--- config.mk ---
export PLATFORM = sky130hd
export DESIGN_NAME = multdiv_ctrl_flat
export DESIGN_NICKNAME = d
export VERILOG_FILES = /design/src/rtl/multdiv_ctrl_if.sv /design/src/rtl/multdiv_ctrl.sv /design/src/flat_wrapper.sv
export SDC_FILE = /design/constraint.sdc
export NUM_CORES = 1
export LEC_CHECK = 0
export ABC_AREA = 1
export CAP_MARGIN = 0
export CORE_MARGIN = 2
export CORE_UTILIZATION = 45
export CTS_CLUSTER_DIAMETER = 150
export CTS_CLUSTER_SIZE = 10
export DETAILED_ROUTE_END_ITERATION = 8
export HOLD_SLACK_MARGIN = 0.05
export PLACE_DENSITY = 0.71
export SLEW_MARGIN = 15
export SYNTH_ARGS = -nofsm -noshare
export SYNTH_HDL_FRONTEND = slang
export SYNTH_SLANG_ARGS = --single-unit
--- constraint.sdc ---
create_clock -name clk -period 2.4 [get_ports clk]
set_input_delay 0.24 -clock clk [delete_from_list [all_inputs] [get_ports clk]]
set_output_delay 0.24 -clock clk [all_outputs]
set_load 0.01 [all_outputs]
--- src/rtl/multdiv_ctrl_if.sv ---
// Execute-stage <-> HI/LO sequencer bundle. The slave side is the sequencer.
// The master side is the surrounding execute stage, multiplier and divider.
interface multdiv_ctrl_if;
  logic        req_valid;
  logic [3:0]  op;
  logic [31:0] a;
  logic [31:0] b;
  logic [31:0] hi_in;
  logic [31:0] lo_in;
  logic        flush;
  logic        stall_in;
  logic        mul_start;
  logic        mul_signed;
  logic [63:0] mul_prod;
  logic        div_start;
  logic        div_signed;
  logic        div_abort;
  logic        div_done;
  logic [31:0] div_q;
  logic [31:0] div_r;
  logic        ok;
  logic        hi_we;
  logic        lo_we;
  logic [31:0] res_hi;
  logic [31:0] res_lo;
  logic [31:0] gpr_res;
  logic        busy;

  modport slave (
    input  req_valid, op, a, b, hi_in, lo_in, flush, stall_in,
           mul_prod, div_done, div_q, div_r,
    output mul_start, mul_signed, div_start, div_signed, div_abort,
           ok, hi_we, lo_we, res_hi, res_lo, gpr_res, busy
  );

  modport master (
    output req_valid, op, a, b, hi_in, lo_in, flush, stall_in,
           mul_prod, div_done, div_q, div_r,
    input  mul_start, mul_signed, div_start, div_signed, div_abort,
           ok, hi_we, lo_we, res_hi, res_lo, gpr_res, busy
  );
endinterface

--- src/rtl/multdiv_ctrl.sv ---
// HI/LO multicycle sequencer: launches the external multiplier/divider,
// applies accumulate and divide-by-zero rules, holds the result under stall.
module multdiv_ctrl #(
  parameter int MUL_LATENCY = 3
) (
  input logic          clk,
  input logic          reset,
  multdiv_ctrl_if.slave bus
);
  localparam int CW = (MUL_LATENCY > 1) ? $clog2(MUL_LATENCY) : 1;
  localparam logic [CW-1:0] CNT_LAST = CW'(MUL_LATENCY - 1);

  localparam logic [3:0] OP_NONE  = 4'd0;
  localparam logic [3:0] OP_MULT  = 4'd1;
  localparam logic [3:0] OP_MULTU = 4'd2;
  localparam logic [3:0] OP_DIV   = 4'd3;
  localparam logic [3:0] OP_DIVU  = 4'd4;
  localparam logic [3:0] OP_MADD  = 4'd5;
  localparam logic [3:0] OP_MADDU = 4'd6;
  localparam logic [3:0] OP_MSUB  = 4'd7;
  localparam logic [3:0] OP_MSUBU = 4'd8;
  localparam logic [3:0] OP_MUL   = 4'd9;
  localparam logic [3:0] OP_MTHI  = 4'd10;
  localparam logic [3:0] OP_MTLO  = 4'd11;

  typedef enum logic [1:0] {IDLE, MUL_WAIT, DIV_WAIT, DONE} state_t;

  state_t      state_q, state_d;
  logic [CW-1:0] cnt_q, cnt_d;
  logic [3:0]  op_q;
  logic [31:0] res_hi_q, res_lo_q, gpr_q;
  logic        hi_we_q, lo_we_q;

  logic is_mul, is_div, mul_sgn, op_none;
  logic mul_start_c, div_start_c, div_abort_c, sgn_c;
  logic ld_req, ld_mul, ld_div, ld_dz, ld_mthi, ld_mtlo;
  logic [63:0] acc, acc_add, acc_sub;

  // Decode the op currently presented by execute.
  always_comb begin
    is_mul  = (bus.op == OP_MULT) || (bus.op == OP_MULTU) || (bus.op == OP_MADD) ||
              (bus.op == OP_MADDU) || (bus.op == OP_MSUB) || (bus.op == OP_MSUBU) ||
              (bus.op == OP_MUL);
    is_div  = (bus.op == OP_DIV) || (bus.op == OP_DIVU);
    mul_sgn = (bus.op == OP_MULT) || (bus.op == OP_MADD) ||
              (bus.op == OP_MSUB) || (bus.op == OP_MUL);
    op_none = (bus.op == OP_NONE) || (bus.op > OP_MTLO);
  end

  // Next state, unit launch pulses and result-load strobes; flush wins over all.
  always_comb begin
    state_d     = state_q;
    cnt_d       = cnt_q;
    mul_start_c = 1'b0;
    div_start_c = 1'b0;
    div_abort_c = 1'b0;
    sgn_c       = 1'b0;
    ld_req      = 1'b0;
    ld_mul      = 1'b0;
    ld_div      = 1'b0;
    ld_dz       = 1'b0;
    ld_mthi     = 1'b0;
    ld_mtlo     = 1'b0;
    if (bus.flush) begin
      state_d = IDLE;
      cnt_d   = '0;
      // The divider must be told to drop either a running or a would-be launch.
      if (state_q == DIV_WAIT ||
          (state_q == IDLE && bus.req_valid && is_div && bus.b != 32'd0))
        div_abort_c = 1'b1;
    end else begin
      unique case (state_q)
        IDLE: if (bus.req_valid) begin
          if (is_mul) begin
            mul_start_c = 1'b1;
            sgn_c       = mul_sgn;
            ld_req      = 1'b1;
            cnt_d       = '0;
            state_d     = MUL_WAIT;
          end else if (is_div) begin
            if (bus.b != 32'd0) begin
              div_start_c = 1'b1;
              sgn_c       = (bus.op == OP_DIV);
              ld_req      = 1'b1;
              state_d     = DIV_WAIT;
            end else begin
              ld_dz   = 1'b1;
              state_d = DONE;
            end
          end else if (bus.op == OP_MTHI) begin
            ld_mthi = 1'b1;
            state_d = DONE;
          end else if (bus.op == OP_MTLO) begin
            ld_mtlo = 1'b1;
            state_d = DONE;
          end
        end
        MUL_WAIT: begin
          if (cnt_q == CNT_LAST) begin
            ld_mul  = 1'b1;
            cnt_d   = '0;
            state_d = DONE;
          end else begin
            cnt_d = cnt_q + CW'(1);
          end
        end
        DIV_WAIT: if (bus.div_done) begin
          ld_div  = 1'b1;
          state_d = DONE;
        end
        DONE: if (!bus.stall_in) state_d = IDLE;
        default: state_d = IDLE;
      endcase
    end
  end

  // FSM state and latency counter.
  always_ff @(posedge clk) begin
    if (reset) begin
      state_q <= IDLE;
      cnt_q   <= '0;
    end else begin
      state_q <= state_d;
      cnt_q   <= cnt_d;
    end
  end

  // Accumulate uses HI/LO as they stand at latch time.
  always_comb begin
    acc     = {bus.hi_in, bus.lo_in};
    acc_add = acc + bus.mul_prod;
    acc_sub = acc - bus.mul_prod;
  end

  // Result registers: written once per op, then held until the next op.
  always_ff @(posedge clk) begin
    if (reset) begin
      op_q     <= OP_NONE;
      res_hi_q <= '0;
      res_lo_q <= '0;
      gpr_q    <= '0;
      hi_we_q  <= 1'b0;
      lo_we_q  <= 1'b0;
    end else begin
      if (ld_req) op_q <= bus.op;
      if (ld_mul) begin
        unique case (op_q)
          OP_MADD, OP_MADDU: begin
            {res_hi_q, res_lo_q} <= acc_add;
            hi_we_q <= 1'b1;
            lo_we_q <= 1'b1;
          end
          OP_MSUB, OP_MSUBU: begin
            {res_hi_q, res_lo_q} <= acc_sub;
            hi_we_q <= 1'b1;
            lo_we_q <= 1'b1;
          end
          OP_MUL: begin
            gpr_q   <= bus.mul_prod[31:0];
            hi_we_q <= 1'b0;
            lo_we_q <= 1'b0;
          end
          default: begin
            {res_hi_q, res_lo_q} <= bus.mul_prod;
            hi_we_q <= 1'b1;
            lo_we_q <= 1'b1;
          end
        endcase
      end
      if (ld_div) begin
        res_lo_q <= bus.div_q;
        res_hi_q <= bus.div_r;
        hi_we_q  <= 1'b1;
        lo_we_q  <= 1'b1;
      end
      if (ld_dz) begin
        res_hi_q <= bus.a;
        res_lo_q <= 32'hFFFF_FFFF;
        hi_we_q  <= 1'b1;
        lo_we_q  <= 1'b1;
      end
      if (ld_mthi) begin
        res_hi_q <= bus.a;
        hi_we_q  <= 1'b1;
        lo_we_q  <= 1'b0;
      end
      if (ld_mtlo) begin
        res_lo_q <= bus.a;
        hi_we_q  <= 1'b0;
        lo_we_q  <= 1'b1;
      end
    end
  end

  // Pulses are masked during reset; the divider is reset alongside us, so no abort.
  assign bus.mul_start  = mul_start_c & ~reset;
  assign bus.div_start  = div_start_c & ~reset;
  assign bus.div_abort  = div_abort_c & ~reset;
  assign bus.mul_signed = sgn_c & mul_start_c;
  assign bus.div_signed = sgn_c & div_start_c;
  assign bus.ok         = ~reset & ((state_q == DONE) ||
                                    (state_q == IDLE && (!bus.req_valid || op_none)));
  assign bus.hi_we      = (state_q == DONE) & hi_we_q;
  assign bus.lo_we      = (state_q == DONE) & lo_we_q;
  assign bus.res_hi     = res_hi_q;
  assign bus.res_lo     = res_lo_q;
  assign bus.gpr_res    = gpr_q;
  assign bus.busy       = (state_q != IDLE);
endmodule

--- src/flat_wrapper.sv ---
// flat-port wrapper written by rule: the top's interface ports become plain ports
module multdiv_ctrl_flat 
#(
  parameter int MUL_LATENCY = 3
)
  (clk, reset, bus_req_valid, bus_op, bus_a, bus_b, bus_hi_in, bus_lo_in, bus_flush, bus_stall_in, bus_mul_prod, bus_div_done, bus_div_q, bus_div_r, bus_mul_start, bus_mul_signed, bus_div_start, bus_div_signed, bus_div_abort, bus_ok, bus_hi_we, bus_lo_we, bus_res_hi, bus_res_lo, bus_gpr_res, bus_busy);
  multdiv_ctrl_if bus_i ();
  input logic clk;
  input logic reset;
  input wire logic [$bits(bus_i.req_valid)-1:0] bus_req_valid;
  input wire logic [$bits(bus_i.op)-1:0] bus_op;
  input wire logic [$bits(bus_i.a)-1:0] bus_a;
  input wire logic [$bits(bus_i.b)-1:0] bus_b;
  input wire logic [$bits(bus_i.hi_in)-1:0] bus_hi_in;
  input wire logic [$bits(bus_i.lo_in)-1:0] bus_lo_in;
  input wire logic [$bits(bus_i.flush)-1:0] bus_flush;
  input wire logic [$bits(bus_i.stall_in)-1:0] bus_stall_in;
  input wire logic [$bits(bus_i.mul_prod)-1:0] bus_mul_prod;
  input wire logic [$bits(bus_i.div_done)-1:0] bus_div_done;
  input wire logic [$bits(bus_i.div_q)-1:0] bus_div_q;
  input wire logic [$bits(bus_i.div_r)-1:0] bus_div_r;
  output wire logic [$bits(bus_i.mul_start)-1:0] bus_mul_start;
  output wire logic [$bits(bus_i.mul_signed)-1:0] bus_mul_signed;
  output wire logic [$bits(bus_i.div_start)-1:0] bus_div_start;
  output wire logic [$bits(bus_i.div_signed)-1:0] bus_div_signed;
  output wire logic [$bits(bus_i.div_abort)-1:0] bus_div_abort;
  output wire logic [$bits(bus_i.ok)-1:0] bus_ok;
  output wire logic [$bits(bus_i.hi_we)-1:0] bus_hi_we;
  output wire logic [$bits(bus_i.lo_we)-1:0] bus_lo_we;
  output wire logic [$bits(bus_i.res_hi)-1:0] bus_res_hi;
  output wire logic [$bits(bus_i.res_lo)-1:0] bus_res_lo;
  output wire logic [$bits(bus_i.gpr_res)-1:0] bus_gpr_res;
  output wire logic [$bits(bus_i.busy)-1:0] bus_busy;
  assign bus_i.req_valid = bus_req_valid;
  assign bus_i.op = bus_op;
  assign bus_i.a = bus_a;
  assign bus_i.b = bus_b;
  assign bus_i.hi_in = bus_hi_in;
  assign bus_i.lo_in = bus_lo_in;
  assign bus_i.flush = bus_flush;
  assign bus_i.stall_in = bus_stall_in;
  assign bus_i.mul_prod = bus_mul_prod;
  assign bus_i.div_done = bus_div_done;
  assign bus_i.div_q = bus_div_q;
  assign bus_i.div_r = bus_div_r;
  assign bus_mul_start = bus_i.mul_start;
  assign bus_mul_signed = bus_i.mul_signed;
  assign bus_div_start = bus_i.div_start;
  assign bus_div_signed = bus_i.div_signed;
  assign bus_div_abort = bus_i.div_abort;
  assign bus_ok = bus_i.ok;
  assign bus_hi_we = bus_i.hi_we;
  assign bus_lo_we = bus_i.lo_we;
  assign bus_res_hi = bus_i.res_hi;
  assign bus_res_lo = bus_i.res_lo;
  assign bus_gpr_res = bus_i.gpr_res;
  assign bus_busy = bus_i.busy;
  multdiv_ctrl #(.MUL_LATENCY(MUL_LATENCY)) u_core (.clk(clk), .reset(reset), .bus(bus_i));
endmodule
==> impl_results.md, run 1 <==
* Top cells by area, synth: nand2_1 25%, inv_1 16%, dfxtp_1 12%
* Crit-path max FO at 17
* RSZ-0062 raised after global routing: true
* Commonest cells post-synth: 1234 x nand2_1, 752 x inv_1, 388 x nor2_1
* Worst Setup Path Type: register to register
* Initial Util at 0.457
* Seq/Total Area, Yosys at 0.117
* Placed cell areas at 0.0267 mm^2
* Worst setup SP type: register
* Top-count cell post-synth: nand2_1
* Post-route clock period utilization at 1.07
* Dpl ws at -745 ps
* FF-to-FF path depth at 12
* Vias in the first global route at 25300
* Gr usage total at 0.461
* Initial antenna violation count at 10
* Total CTS buffers at 9
* Grt ovf at 0
* CTS tree: done
* Worst Path Arrival at 2900 ps
* DP HPWL at 83.3 mm
* Max VDD drop at 0.000343 V
* Yosys warns at 0
* DRC at 0
* P per Cell Area at 329 mW/mm^2
* Die Height at 205 um
* Max incr delay on CP at 1010 ps
* Outcome: finished, violations left
* Syn Std Cell Area at 0.0182 mm^2
* Crit path top cell by count: nand2_1
* Post-synth ARST share at 0
* Skew final at 25.3 ps
* Largest net degree at the start of global routing at 64
* Share of the synthesized area in the top cell type at 0.254
* Cells after Synth at 3655
* Clk Tree Root Cell: clkbuf_16
* Fin nets at 4927
* Crit-path cells: nor2_2 > nor2_1 > nand2_2 > inv_2 > nor2_4 > inv_4 > buf_12 > o211ai_1 > nand2_1 > nand2_1 > o21ai_1 > a21oi_1
* Setup violators final at 3
* Synth unique cells at 44
* Clock transition at path regs at 90 ps
* Final GP Congestion at 1.09
* Fin Hold WS at 279 ps
* Worst-Skew Late Latency at 400 ps
* Post-synthesis cell type with the largest combined area: nand2_1
* H-tree depth at 3
* Worst slew pin tran at 1290 ps
* DIE AREA at 0.0421 mm^2
* DP Cell Count at 5014
* EDFF count, synth at 0
* Final non-filler cell area at 0.0299 mm^2
* Post-route ant nets at 0
* Horiz. Die Dim at 205 um
* Syn nets at 4054
* Yosys reg bits at 106
* Tmin final at 2570 ps
* CP endpoint kind: register
* Syn_area_per_cell at 4.98 um^2
* First-pass GRT wire length at 145 mm
* Avg Vias per Cell at 5.41
* Non-filler cells, final at 5065
* Vias at 27400
* Fin util at 0.752
* Ys flop type: dfxtp_1
* Router iterations before antenna repair at 6
* Final hold violations at 0
* Slew Limit Headroom at 0.138
* R2R Path Start: u_core.op_q[1]
* RR Endpoint: u_core.bus.res_lo[13]
* CP required at 2730 ps
* Share of cells above drive strength 1 at 0.269
* Area Growth Syn to Fin at 64.5%
* Clock sink count at 106
* Number of top-level pins at 371
* Slowest CP cell: o211ai_1
* Fmax at 390 MHz
* Hold Path Depth at 4
* DRT Wirelength at 103 mm
* Failing checks: setup timing
* Maxcap violations at 0
* Pleak at 0.0163 uW
* # rows at 73
* WL/cell at 20.3 um
* Initial DRC count at 3245
* R2r setup slk at -170 ps
* Worst Setup SP: u_core.op_q[1]
* Worst hold-check path type: input pin to register
* Clock Path Buffers at 2
* Core Footprint at 0.0398 mm^2
* Max-slew violations at 0
* Worst Setup Slack, final at -165 ps
* Worst Setup EP: u_core.bus.res_lo[13]
* Quantity of I/O buffers inserted on ports at 370
## layout by cell type, fill, tap and decap left out, types with 5 or more instances in the layout
cell type / n
nand3_4: 12
clkbuf_16: 9
ha_4: 56
ha_1: 71
o21ai_0: 154
nand4_1: 36
nor2_2: 97
o211ai_1: 24
nor2_4: 53
buf_12: 23
buf_4: 572
dlymetal6s2s_1: 67
nor3_2: 13
nand3_2: 37
nand2_4: 20
dfxtp_1: 103
nand2_1: 1090
o21bai_1: 12
nand3_1: 233
or2_2: 11
inv_2: 72
a21oi_4: 5
nand3b_1: 11
inv_1: 689
clkdlybuf4s50_1: 278
o21ai_1: 32
nand2_2: 129
dlygate4sd2_1: 18
nor2_1: 245
diode_2: 8
a21oi_2: 53
nor3_1: 10
buf_6: 15
nor4_2: 5
a21oi_1: 215
## layer usage
layer  global-route usage  wire length [um]  vias to the layer above
li1                     -                 -                    13000
met1                0.525             36700                    12200
met2                0.731             44900                     1712
met3               0.0943             10400                      471
met4                0.406             11100                        2
met5                    0                14                        -
## cells by family after synthesis
group / count (synthesis) / synth area share
AOI/OAI and AO/OA: 516 / 0.150
xor gates and xnor gates: 3 / 0.00144
adders and majority gates: 133 / 0.0922
buffers and inverters: 880 / 0.188
DFF: 106 / 0.117
and+or+nand+nor: 2017 / 0.452
## through the flow
| step | TNS [ps] | power, uW |
|---|---|---|
| finish | -234 | 9860 |
| global route | -922 | 10300 |
| CTS | -24.5 | 9080 |
| detailed placement | -36870 | 7250 |
| global placement | -35230 | 7220 |
| floorplan | 0 | 4380 |
## flip-flops by register name, indices dropped and copies added, names as in the netlist
| signal | flops |
|---|---|
| u_core.bus.gpr_res | 32 |
| u_core.bus.res_hi | 32 |
| u_core.bus.res_lo | 32 |
| u_core.op_q | 4 |
| u_core.cnt_q | 2 |
| u_core.state_q | 2 |
| u_core.hi_we_q | 1 |
| u_core.lo_we_q | 1 |
## repair_timing
action / in CTS / in global routing
cloned: 0 / 0
setup endpoints to repair: 61 / 63
resized for setup: 265 / 533
buffers inserted: 5 / 23
pin swaps: 41 / 117
hold buffers: 0 / 0
## how the worst min path moves through the flow
stage | end | startpoint
final | u_core.bus.gpr_res[15] | bus_mul_prod[15]
after detailed placement | u_core.bus.res_lo[30] | u_core.bus.res_lo[30]
after CTS | u_core.bus.gpr_res[4] | bus_mul_prod[4]
after global routing | u_core.bus.gpr_res[8] | bus_mul_prod[8]
after global placement | u_core.bus.res_lo[26] | u_core.bus.res_lo[26]
after floorplan | u_core.hi_we_q | reset
## where the power goes
group | total (uW) | internal, uW | switching [uW] | leakage (uW)
Clock | 1570 | 749 | 824 | 0.000143
Combinational | 6430 | 2690 | 3740 | 0.0153
Sequential | 1860 | 1820 | 44.6 | 0.000859
## worst max-delay path: cells and delay by family, from the launching register on
family	cells	cell delay, ps
AO/OA/AOI/OAI	3	1220
buffers and inverters	3	290
flip-flops	1	370
AND/OR/NAND/NOR	6	610
## cell type report
type | instances | area (um^2)
multi-input combinational | 2669 | 15200
fill | 3386 | 9870
timing repair buffer | 980 | 8770
inverter | 762 | 2860
sequential | 106 | 2130
tap | 525 | 657
clock buffer | 10 | 239
clock inverter | 5 | 48.8
antenna | 8 | 20.0
Note: power is estimated with default switching activity, not from simulation.
==> run 2: changes to the inputs <==
--- a/config.mk
+++ b/config.mk
@@ -12,8 +12,7 @@
 export CTS_CLUSTER_DIAMETER = 150
 export CTS_CLUSTER_SIZE = 10
 export DETAILED_ROUTE_END_ITERATION = 8
-export HOLD_SLACK_MARGIN = 0.05
-export PLACE_DENSITY = 0.71
+export PLACE_DENSITY = 0.68
 export SLEW_MARGIN = 15
 export SYNTH_ARGS = -nofsm -noshare
 export SYNTH_HDL_FRONTEND = slang
==> impl_results.md, run 2 (synthesis results as in run 1) <==
* Outcome: finished, violations left (unchanged)
* Failing checks: setup timing (unchanged)
* Most common cell after layout, fill and taps aside: nand2_1 (unchanged)
* Skew final at 12.0 ps (was 25.3 ps)
* Horiz. Die Dim at 205 um (unchanged)
* Crit path top cell by count: nand2_1 (unchanged)
* Register area at 0.00212 mm^2 (was 0.00213 mm^2)
* Multi-input logic area at 0.0150 mm^2 (was 0.0152 mm^2)
* DRT Wirelength at 101 mm (was 103 mm)
* Dpl ws at -719 ps (was -745 ps)
* Fin util at 0.740 (was 0.752)
* CTS tree: done (unchanged)
* Max-slew violations at 0 (unchanged)
* Worst Setup Path Type: input pin to register (was register to register)
* Worst-Skew Late Latency at 390 ps (was 400 ps)
* Highest routed layer: met5 (unchanged)
* Clock transition at path regs at 90 ps (about the same)
* Share of cells above drive strength 1 at 0.263 (was 0.269)
* R2r setup slk at 80 ps (was -170 ps)
* FF-to-FF path depth at 14 (was 12)
* Switching share of power at 0.464 (was 0.467)
* RR Endpoint: u_core.bus.res_lo[8] (was u_core.bus.res_lo[13])
* Fmax at 411 MHz (was 390 MHz)
* Crit-path max FO at 5 (was 17)
* Clock Path Buffers at 2 (unchanged)
* Post-route clock period utilization at 1.01 (was 1.07)
* Crit-path cells: clkdlybuf4s50_1 > inv_2 > ha_4 > buf_4 > inv_1 > a21oi_2 > nand2_2 > inv_1 > nand2_1 > nand2_1 > nand2_1 > a21oi_2 > nand2_1 > nand2_1 > nand3_1 > nand3_2 > nand2_1 > a21oi_1 (was nor2_2 > nor2_1 > nand2_2 > inv_2 > nor2_4 > inv_4 > buf_12 > o211ai_1 > nand2_1 > nand2_1 > o21ai_1 > a21oi_1)
* Final GP Congestion at 1.09 (about the same)
* CP endpoint kind: register (unchanged)
* Clk Tree Root Cell: clkbuf_16 (unchanged)
* Worst hold-check path type: input pin to register (unchanged)
* Setup violators final at 2 (was 3)
* Combinational Power Share at 0.639 (was 0.652)
* P_int at 5270 uW (was 5250 uW)
* R2R Path Start: u_core.state_q[1] (was u_core.op_q[1])
* Worst slew pin tran at 743 ps (was 1290 ps)
* Most frequent cells in the layout: 1096 x nand2_1, 679 x inv_1, 566 x buf_4, 280 x clkdlybuf4s50_1, 239 x nor2_1 (was 1090 x nand2_1, 689 x inv_1, 572 x buf_4, 278 x clkdlybuf4s50_1, 245 x nor2_1)
* Largest net degree at the start of global routing at 64 (unchanged)
* Fin nets at 4909 (was 4927)
* Total CTS buffers at 9 (unchanged)
* Vias in the first global route at 25100 (was 25300)
* Post-route ant nets at 0 (unchanged)
* Area Growth Syn to Fin at 61.9% (was 64.5%)
* H-tree depth at 3 (unchanged)
* Clock sink count at 106 (unchanged)
* Final non-filler cell area at 0.0295 mm^2 (was 0.0299 mm^2)
* DRC at 0 (unchanged)
* # fillers at 3434 (was 3386)
* Initial antenna violation count at 8 (was 10)
* Die Height at 205 um (unchanged)
* DIE AREA at 0.0421 mm^2 (unchanged)
* Slew Limit Headroom at 0.499 (was 0.138)
* Number of top-level pins at 371 (unchanged)
* NetSw at 4570 uW (was 4610 uW)
* Initial DRC count at 3019 (was 3245)
* Slowest CP cell: clkdlybuf4s50_1 (was o211ai_1)
* Initial Util at 0.457 (unchanged)
* Tmin final at 2430 ps (was 2570 ps)
* Placed cell areas at 0.0265 mm^2 (was 0.0267 mm^2)
* Maxcap violations at 0 (unchanged)
* Avg Vias per Cell at 5.37 (was 5.41)
* Met1 wire length at 37.1 mm (was 36.7 mm)
* Router iterations before antenna repair at 8 (was 6)
* Pleak at 0.0160 uW (was 0.0163 uW)
* Quantity of I/O buffers inserted on ports at 370 (unchanged)
* Grt ovf at 0 (unchanged)
* Hold Crit Endpoint: u_core.bus.gpr_res[0] (was u_core.bus.gpr_res[15])
* Worst setup SP type: input pin (was register)
* Worst Setup Slack, final at -33.3 ps (was -165 ps)
* Worst Path Arrival at 2750 ps (was 2900 ps)
* Sequential Power Share at 0.189 (about the same)
* Vias at 27100 (was 27400)
* Max incr delay on CP at 500 ps (was 1010 ps)
* Met3 routed wirelength at 9.80 mm (was 10.4 mm)
* Core Footprint at 0.0398 mm^2 (unchanged)
* WL/cell at 20.1 um (was 20.3 um)
* Final hold violations at 0 (unchanged)
* P per Cell Area at 334 mW/mm^2 (was 329 mW/mm^2)
* # rows at 73 (unchanged)
* Gr usage total at 0.453 (was 0.461)
* Max VDD drop at 0.000395 V (was 0.000343 V)
* DP HPWL at 81.5 mm (was 83.3 mm)
* Met2 WL at 43.9 mm (was 44.9 mm)
* Min-delay src: bus_mul_prod[0] (was bus_mul_prod[15])
* Clock network power share at 0.172 (was 0.160)
* RSZ-0062 raised after global routing: true (unchanged)
* First-pass GRT wire length at 142 mm (was 145 mm)
* Hold Path Depth at 4 (unchanged)
* CP required at 2720 ps (was 2730 ps)
## run 2: cell types whose count changed in the layout (fill, tap and decap cells not counted), sizes merged, moves of 2 or more
cell,delta
dlygate4sd2,-2
clkinv,-2
clkbuf,+2
clkdlybuf4s50,+2
diode,-2
buf,-20
## run 2: metrics by stage
stage / std cells / total power, uW / hold WS, ps / setup TNS, ps
final: 5046 / 9840 / 257 / -42.8
after global routing: 5042 / 10300 / 298 / -1210
after detailed placement: 5004 / 7210 / 457 / -36410
after floorplan: 3655 / 4380 / 319 / 0
after CTS: 5026 / 9200 / 356 / -83.2
after global placement: 5004 / 7180 / 455 / -34360
## run 2: how the worst max path moves through the flow
stage                      from                     to  slack, ps  cells after the start
6_report       bus_mul_prod[33]  u_core.bus.res_hi[26]        -30                     18
5_1_grt           bus_lo_in[25]  u_core.bus.res_lo[31]       -100                     14
4_1_cts         bus_mul_prod[2]  u_core.bus.res_lo[13]        -30                     19
3_5_place_dp   bus_mul_prod[12]  u_core.bus.res_hi[31]       -720                     19
3_3_place_gp    bus_mul_prod[4]  u_core.bus.res_hi[31]       -680                     19
2_1_floorplan  bus_mul_prod[28]  u_core.bus.res_hi[29]        420                     18
## run 2: what timing repair did
item	in CTS	in global routing
hold buffers	0	0
setup buffers	6	14
resized for setup	274	471
endpoints found under the setup margin	61	61
pin swaps	55	111
## run 2: layout make-up
type                            instances  share of cell area
Antenna cell                            6            0.000509
Clock buffer                           10             0.00777
Sequential cell                       106              0.0720
Timing Repair Buffer                  962               0.289
Inverter                              762              0.0972
Multi-Input combinational cell       2669               0.509
Clock inverter                          6             0.00289
Tap cell                              525              0.0223
## run 2: per-layer routing
layer	vias up	track usage
met1	12000	0.524
met5	-	0
li1	13000	-
met4	4	0.394
met3	489	0.0821
met2	1614	0.718
## run 2: power groups by stage
stage,sequential [uW],clock (uW),combinational (uW)
floorplan,1910,0,2470
global placement,1890,0,5290
detailed placement,1890,0,5320
CTS,1850,1700,5650
global route,1860,1760,6670
finish,1860,1690,6290
## run 2: critical path: cells and delay by family
| kind | cells | cell delay [ps] |
|---|---|---|
| buffers and inverters | 5 | 850 |
| AND/OR/NAND/NOR | 9 | 760 |
| AO/OA/AOI/OAI | 3 | 580 |
| adder cells (fa/ha/maj) | 1 | 300 |
